$ cat src/rtl/contador_pkg.sv
`default_nettype none
// ============================================================================
//  Module      : contador_pkg
//  Description : Shared definitions for the BCD counter chain run control:
//                FSM state encoding and default terminal digit values.
//  Revision    : 1.0 - initial release
// ============================================================================
package contador_pkg;

  // The state encoding is also driven onto the LED port, so the values are fixed.
  typedef enum logic [1:0] {
    ST_IDLE  = 2'b00,
    ST_RUN   = 2'b01,
    ST_PAUSE = 2'b10,
    ST_DONE  = 2'b11
  } state_t;

  // Default terminal count 9675, most significant digit first.
  localparam logic [3:0] MAX3_DEFAULT = 4'd9;
  localparam logic [3:0] MAX2_DEFAULT = 4'd6;
  localparam logic [3:0] MAX1_DEFAULT = 4'd7;
  localparam logic [3:0] MAX0_DEFAULT = 4'd5;

  // Largest value a single BCD digit can hold.
  localparam int MAX_CYCLE = 9;

endpackage
`default_nettype wire

$ cat src/rtl/antirrebote.sv
`default_nettype none
// ============================================================================
//  Module      : antirrebote
//  Description : Push-button conditioner: two-flop synchronizer, debouncer
//                that accepts a new level after DEBOUNCE stable cycles, and a
//                one-cycle registered pulse on each accepted rising edge.
//  Revision    : 1.0 - initial release
// ============================================================================
module antirrebote import contador_pkg::*; #(
  parameter int DEBOUNCE = 500_000
) (
  input  logic clk,
  input  logic rst,
  input  logic btn,
  output logic pulse
);

  localparam int CW = (DEBOUNCE > 1) ? $clog2(DEBOUNCE) : 1;
  localparam logic [CW-1:0] CNT_LAST = CW'(DEBOUNCE - 1);

  logic          sync1;
  logic          sync2;
  logic          level;
  logic [CW-1:0] cnt;

  // Synchronize, count consecutive cycles at the new level, accept and pulse.
  always_ff @(posedge clk) begin
    if (rst) begin
      sync1 <= 1'b0;
      sync2 <= 1'b0;
      level <= 1'b0;
      cnt   <= '0;
      pulse <= 1'b0;
    end else begin
      sync1 <= btn;
      sync2 <= sync1;
      pulse <= 1'b0;
      if (sync2 == level) begin
        cnt <= '0;
      end else if (cnt == CNT_LAST) begin
        // This is the DEBOUNCE-th consecutive cycle at the new level.
        level <= sync2;
        cnt   <= '0;
        pulse <= sync2;
      end else begin
        cnt <= cnt + 1'b1;
      end
    end
  end

endmodule
`default_nettype wire

$ cat src/rtl/secuenciador_conteo.sv
`default_nettype none
// ============================================================================
//  Module      : secuenciador_conteo
//  Description : Run-control sequencer for the 4-digit BCD counter chain.
//                Conditions start/stop and clear buttons, prescales the clock
//                into a count tick and drives digit-0 enable and the shared
//                active-low clear.
//  Revision    : 1.0 - initial release
// ============================================================================
module secuenciador_conteo import contador_pkg::*; #(
  parameter int         PRESCALE   = 50_000_000,
  parameter int         PW         = 26,
  parameter int         DEBOUNCE   = 500_000,
  parameter logic [3:0] MAX_COUNT3 = MAX3_DEFAULT,
  parameter logic [3:0] MAX_COUNT2 = MAX2_DEFAULT,
  parameter logic [3:0] MAX_COUNT1 = MAX1_DEFAULT,
  parameter logic [3:0] MAX_COUNT0 = MAX0_DEFAULT
) (
  input  logic       clk,
  input  logic       rst,
  input  logic       btn_start_stop,
  input  logic       btn_clear,
  input  logic [3:0] Qdata3,
  input  logic [3:0] Qdata2,
  input  logic [3:0] Qdata1,
  input  logic [3:0] Qdata0,
  input  logic       mode,
  output logic       ena0,
  output logic       clr_n,
  output logic [1:0] state,
  output logic       done
);

  localparam logic [PW-1:0] PRE_LAST = PW'(PRESCALE - 1);

  state_t        st;
  logic [PW-1:0] pre;
  logic          ss_p;
  logic          clr_p;
  logic          tick;
  logic          term;

  antirrebote #(.DEBOUNCE(DEBOUNCE)) u_ss (
    .clk   (clk),
    .rst   (rst),
    .btn   (btn_start_stop),
    .pulse (ss_p)
  );

  antirrebote #(.DEBOUNCE(DEBOUNCE)) u_clr (
    .clk   (clk),
    .rst   (rst),
    .btn   (btn_clear),
    .pulse (clr_p)
  );

  // Digit values only matter on a tick, so glitches elsewhere are harmless.
  assign term  = (Qdata3 == MAX_COUNT3) && (Qdata2 == MAX_COUNT2) &&
                 (Qdata1 == MAX_COUNT1) && (Qdata0 == MAX_COUNT0);
  assign tick  = (st == ST_RUN) && (pre == PRE_LAST);
  assign state = st;

  // Sequencer FSM with prescaler and registered outputs; clear beats start/stop beats tick.
  always_ff @(posedge clk) begin
    if (rst) begin
      st    <= ST_IDLE;
      pre   <= '0;
      ena0  <= 1'b0;
      clr_n <= 1'b0;
      done  <= 1'b0;
    end else begin
      ena0  <= 1'b0;
      clr_n <= 1'b1;
      if (clr_p) begin
        st    <= ST_IDLE;
        pre   <= '0;
        clr_n <= 1'b0;
        done  <= 1'b0;
      end else begin
        unique case (st)
          ST_IDLE: begin
            pre <= '0;
            if (ss_p) st <= ST_RUN;
          end
          ST_RUN: begin
            // The prescaler keeps its cadence on the edge that leaves RUN.
            pre <= tick ? '0 : pre + 1'b1;
            if (ss_p) begin
              st <= ST_PAUSE;
            end else if (tick) begin
              if (term && mode) begin
                st   <= ST_DONE;
                done <= 1'b1;
              end else begin
                ena0 <= 1'b1;
              end
            end
          end
          ST_PAUSE: begin
            if (ss_p) st <= ST_RUN;
          end
          ST_DONE: begin
            pre <= '0;
            if (ss_p) begin
              st    <= ST_IDLE;
              clr_n <= 1'b0;
              done  <= 1'b0;
            end
          end
          default: st <= ST_IDLE;
        endcase
      end
    end
  end

endmodule
`default_nettype wire

$ cat config.mk
export PLATFORM = sky130hd
export DESIGN_NAME = secuenciador_conteo
export DESIGN_NICKNAME = d
export VERILOG_FILES = /design/src/rtl/contador_pkg.sv /design/src/rtl/antirrebote.sv /design/src/rtl/secuenciador_conteo.sv
export SDC_FILE = /design/constraint.sdc
export NUM_CORES = 1
export LEC_CHECK = 0
export BUFFER_PORTS_ARGS = -buffer_cell sky130_fd_sc_hd__buf_2
export CORE_ASPECT_RATIO = 0.9
export CORE_UTILIZATION = 30
export CTS_CLUSTER_DIAMETER = 200
export CTS_CLUSTER_SIZE = 28
export DETAILED_ROUTE_END_ITERATION = 8
export PLACE_DENSITY_LB_ADDON = 0.3
export SETUP_SLACK_MARGIN = 0.5
export SYNTH_ARGS = -nofsm -noshare
export SYNTH_HDL_FRONTEND = slang
export SYNTH_SLANG_ARGS = --single-unit
$ cat constraint.sdc
create_clock -name clk -period 2.69 [get_ports clk]
set_clock_uncertainty 0.2 [all_clocks]
set_input_delay 0.6725 -clock clk [delete_from_list [all_inputs] [get_ports clk]]
set_output_delay 0.6725 -clock clk [all_outputs]
set_load 0.02 [all_outputs]
# [Word-level counts from Yosys, hierarchy flattened]
# Index checks and enable logic that the tools add are counted.
[word_totals] regBits=77 inputBits=21 out_inout_bits=5
[op_classes] add_sub_neg=3 eq_ne=19 n_mux=16 bitwise=6 reduce_logical=20
[op_table] operator="$pmux W26 S2" n=1
[op_table] operator="$add A19 B1 Y19 const B" n=2
[op_table] operator="$eq A19 B19 Y1 const B" n=2
[op_table] operator="$add A26 B1 Y26 const B" n=1
[op_table] operator="$eq A26 B26 Y1 const B" n=1
[op_table] operator="$mux W26" n=1
[op_table] operator="$eq A4 B3 Y1 const B" n=3
[op_table] operator="$reduce_or A3 Y1" n=4
[op_table] operator="$mux W2" n=5
[op_table] operator="$mux W1" n=7
[op_table] operator="$ne A2 B1 Y1 const B" n=3
[op_table] operator="$not A1 Y1" n=6
[op_table] operator="$pmux W2 S3" n=1
[op_table] operator="$reduce_or A2 Y1" n=3
[op_table] operator="$logic_and A1 B1 Y1" n=5
[op_table] operator="$reduce_and A5 Y1" n=1
[op_table] operator="$reduce_or A5 Y1" n=1
[op_table] operator="$eq A2 B2 Y1 const B" n=2
[op_table] operator="$eq A4 B4 Y1 const B" n=1
[op_table] operator="$ne A2 B2 Y1 const B" n=2
[op_table] operator="$reduce_and A2 Y1" n=2
[op_table] operator="$reduce_and A4 Y1" n=1
[op_table] operator="$reduce_bool A2 Y1" n=2
[op_table] operator="$ne A3 B1 Y1 const B" n=1
[op_table] operator="5 further kinds" n=6

# [Longest topological paths before layout]
[logic_depth] ltp_word=9 mapped_depth=9 depth_no_buf=7

# [Hierarchy]
# A second synthesis with hierarchy kept.
[unflattened] hier_cells=432 hier_area_um2=3843.7
[modules_own_cells] module="antirrebote" n_inst=2 cells_per_inst=117 area_per_inst_um2=1047.3 seq_area_each_um2=460.4
[modules_own_cells] module="secuenciador_conteo" n_inst=1 cells_per_inst=198 area_per_inst_um2=1749.2 seq_area_each_um2=620.6

# [Worst setup path after synthesis]
# Ideal clock, no wire load.
[synth_timing] kind="flip-flop to flip-flop" startpoint="register st[0] (netlist: state[0])" endpoint="register pre[22]" setup_time_ns=0.062 arrival_time_ns=1.954 required_time_ns=2.428 slack_ns=0.474 path_stages_with_launch=9 path_buffers=1 period_less_slack_ns=2.216 cell_sequence="dfxtp_1 -> inv_1 -> ha_1 -> clkbuf_1 -> nand2b_1 -> nor2_1 -> o21ai_2 -> or4_1 -> nand3_1"
[synth_via] elab_chain_len=4 word_cells_on_any_way=8 cone_classes="2 x eq/ne; 2 x mux; 4 x reduce/logical"
[synth_lines] element="start, declared" line="secuenciador_conteo.sv:36" rtl="state_t st;"
[synth_lines] element="start signal, assigned" line="secuenciador_conteo.sv:66" rtl="st <= ST_IDLE;"
[synth_lines] element="start signal, assigned" line="secuenciador_conteo.sv:75" rtl="st <= ST_IDLE;"
[synth_lines] element="start signal, assigned" line="secuenciador_conteo.sv:83" rtl="if (ss_p) st <= ST_RUN;"
[synth_lines] element="$eq A2 B1 Y1" line="secuenciador_conteo.sv:60, secuenciador_conteo.sv:80"
[synth_lines] element="$logic_and A1 B1 Y1" line="secuenciador_conteo.sv:60" rtl="assign tick = (st == ST_RUN) && (pre == PRE_LAST);"
[synth_lines] element="$mux W26" line="secuenciador_conteo.sv:87" rtl="pre <= tick ? '0 : pre + 1'b1;"
[synth_lines] element="$pmux W26 S2" line="secuenciador_conteo.sv:80" rtl="unique case (st)"
[synth_lines] element="end signal, assigned" line="secuenciador_conteo.sv:87"
[synth_lines] element="end, declared" line="secuenciador_conteo.sv:37" rtl="logic [PW-1:0] pre;"
# Parallel ways exist; a longest one is shown, timed or not.
# A chain may end at the register's enable or synchronous reset.

# [Worst setup path in the final report]
[layout_timing] startpoint="register pre[2]" endpoint="register pre[25]"
[layout_via] elab_chain_len=4 word_cells_on_any_way=5 cone_classes="1 x add/sub; 1 x eq/ne; 2 x mux; 1 x reduce/logical"
[layout_lines] element="branches (longest 2 deep; another with $add A26 B1 Y26)"
[layout_lines] element="$mux W26 (*)" line="secuenciador_conteo.sv:87"
[layout_lines] element="$pmux W26 S2 (*)" line="secuenciador_conteo.sv:80"
# Every way passes the cells marked *.

==> flow_metrics.env <==
export IMPL_status="complete, no violations"
export IMPL_p_sw_mw=0.5476
export IMPL_vdd_drop_max_mv=0.3243
export IMPL_grt_max_degree=28
export IMPL_synth_flop_cell="dfxtp_1"
export IMPL_ys_warnings_count=0
export IMPL_area_growth_pct=21.74
export IMPL_arrival_ns=2.20
export IMPL_diodes=0
export IMPL_yosysSeqAreaShare_pct=41.47
export IMPL_fillers=1256
export IMPL_ios=26
export IMPL_path_clk_slew_ns=0.06
export IMPL_crit_chain="nand4_1, or4_4, nor4_4, o21ai_1, a21bo_1"
export IMPL_hold_viol=0
export IMPL_firstDrtPassIters=4
export IMPL_ant_nets=0
export IMPL_via_per_inst=4.945
export IMPL_final_min_clock_period_ns=2.171
export IMPL_multi_input_area_mm2=0.002218
export IMPL_slew_headroom_pct=60.65
export IMPL_yosysMostFrequentCell="dfxtp_1"
export IMPL_regArea_mm2=0.001565
export IMPL_drive_gt1_share_pct=21.73
export IMPL_synth_async_reset_ratio_pct=0
export IMPL_cts_root_buf="clkbuf_16"
export IMPL_synth_area_mm2=0.003717
export IMPL_power_frac_seq_pct=46.9
export IMPL_cts_htree_levels=3
export IMPL_yosys_top_cells_count="dfxtp_1 (77), nor2_1 (61), nand2_1 (37)"
export IMPL_maxCapViolCount=0
export IMPL_internal_power_mw=1.923
export IMPL_tns_ns=0
export IMPL_combPwrFrac_pct=4.5
export IMPL_power_leakage_nw=1.520
export IMPL_dpl_cell_area_mm2=0.003993
export IMPL_grt_overflow_total=0
export IMPL_gp_congestion=0.7985
export IMPL_synth_area_top_cells="dfxtp_1 (41%), nor2_1 (6.2%), xor2_1 (5.2%)"
export IMPL_synth_seq_cells=77
export IMPL_totalWireLength_um=7987
export IMPL_initial_core_util_pct=30.78
export IMPL_drc=0
export IMPL_synth_edf_count=0
export IMPL_synth_cell_types=59
export IMPL_r2r_setup_slack_ns=0.52
export IMPL_end_kind="flop"
export IMPL_clock_latency_ns=0.34
export IMPL_fmax_mhz=460.7
export IMPL_worst_path_max_fanout=8
export IMPL_crit_required_ns=2.72
export IMPL_swShare_pct=22.16
export IMPL_powerDensity_mw_per_mm2=546.0
export IMPL_cts_sinks=77
export IMPL_nets=499
export IMPL_fin_crit_sh_pct=80.70
export IMPL_grt_usage_pct=13.01
export IMPL_die_h_um=107.6
export IMPL_slowest_delay_ns=0.62
export IMPL_rows=38
export IMPL_antenna_found_initial=0
export IMPL_yosysTopAreaCell="dfxtp_1"
export IMPL_syn_inst=433
export IMPL_portBuffers=25
export IMPL_die_area_mm2=0.01284
export IMPL_syn_nets=463
export IMPL_hold_class="flop to flop"
export IMPL_start_kind="flop"
export IMPL_clk_path_buf_depth=2
export IMPL_final_area_mm2=0.004526
export IMPL_slowest_stage="or4_4"
export IMPL_worst_pin_slew_ns=0.5858
export IMPL_avgSynthCellArea_um2=8.585
export IMPL_critPathKind="flop to flop"
export IMPL_synth_top_cell_area_share_pct=41.47
export IMPL_cts_tree="yes"
export IMPL_dp_hpwl_um=5373
export IMPL_rsz0062_at_grt="yes"
export IMPL_slew_viol_final=0
export IMPL_wire_per_inst_um=12.60
export IMPL_grt_pass1_vias=2848
export IMPL_drt_iter0_drc=74
export IMPL_die_w_um=119.3
export IMPL_setup_viol=0
export IMPL_grt_pass1_wl_um=13320
export IMPL_cts_buffers=9
export IMPL_power_frac_clock_pct=48.6
export IMPL_dr_total_vias=3135
export IMPL_power_total_mw=2.471
export IMPL_core_mm2=0.01208
[power groups by stage]
stage                     Combinational, mW  Clock, mW  Sequential [mW]
after floorplan                      0.0614          0             1.18
after global placement               0.0885          0             1.18
after detailed placement             0.0905          0             1.18
after CTS                            0.0942       1.25             1.16
after global routing                  0.124       1.28             1.16
final                                 0.111       1.20             1.16
[final timing paths]
check | from | end | cells after the start
worst max-delay path | pre[2] | pre[25] | 5
worst min-delay path | u_clr.sync1 | u_clr.sync2 | 1
worst max register to register | pre[2] | pre[25] | 5
worst min register to register | u_clr.sync1 | u_clr.sync2 | 1
[kinds of logic (layout without fill, tap and decap cells)]
group                    after synthesis  count (layout)  share of synthesized area, %
AND/OR/NAND/NOR                      220             220                         31.77
flip-flops                            77              77                         41.47
AO/OA/AOI/OAI                         62              65                         10.54
XOR/XNOR                              38              38                         8.953
buffers and inverters                 23              61                         3.164
adder cells (fa/ha/maj)                9               9                         3.029
multiplexers                           4               4                         1.077
[through the flow]
stage / hold WS (ns) / util (%) / std cells / setup WS, ns
2_1_floorplan: 0.2138 / - / 433 / 0.5217
3_3_place_gp: 0.2220 / 33.06 / 608 / 0.2731
3_5_place_dp: 0.2384 / 33.06 / 608 / 0.2607
4_1_cts: 0.2498 / 35.83 / 626 / 0.4707
5_1_grt: 0.2697 / 37.47 / 634 / 0.4068
6_report: 0.2379 / 37.47 / 634 / 0.5193
[layer usage]
| layer | global-route usage, % | wire [um] |
|---|---|---|
| met1 | 17.18 | 4039 |
| met2 | 19.98 | 3535 |
| met3 | 3.919 | 294 |
| met4 | 4.732 | 118 |
| met5 | 0 | 0 |
[repair_timing]
action / 4_1_cts / 5_1_grt
setup endpoints to repair: 14 / 63
gates resized for setup: 5 / 42
gates cloned: 1 / 2
pin swaps: 3 / 4
buffers inserted: 1 / 6
hold buffers: 0 / 0
[cell usage in the layout (no fill, tap or decap), types with 5 or more instances in the layout]
master	count
inv_1	7
nand2_1	37
and4_1	6
dfxtp_1	60
nor2_1	60
dfxtp_2	16
xnor2_1	16
clkbuf_16	9
a31oi_1	10
o21ai_0	9
buf_2	25
nand2b_1	5
and3_1	8
a21oi_1	19
xor2_1	22
nand3_1	28
nor2b_1	7
nor3_1	8
ha_1	5
nand4_1	19
buf_4	9
[final cells by class]
cell class	instances	share of cell area (%)
well taps	160	4.424
clock buffers	11	5.142
flip-flops and latches	77	34.59
clock inverters	5	1.327
inverters	9	0.7465
repair buffers	36	4.755
multi-input cells	336	49.02
[critical path, delay by kind of cell, from the launching register on]
family	cells	cell delay [ns]
AO/OA/AOI/OAI	2	0.31
flip-flops	1	0.47
AND/OR/NAND/NOR	3	1.07
[state kept, by name, summed over array words and instances (netlist names), 2 cells and up]
| signal | cells |
|---|---|
| u_clr.cnt | 19 |
| pre | 26 |
| state | 2 |
| u_ss.cnt | 19 |
No activity file was read; power rests on OpenSTA's default activity.
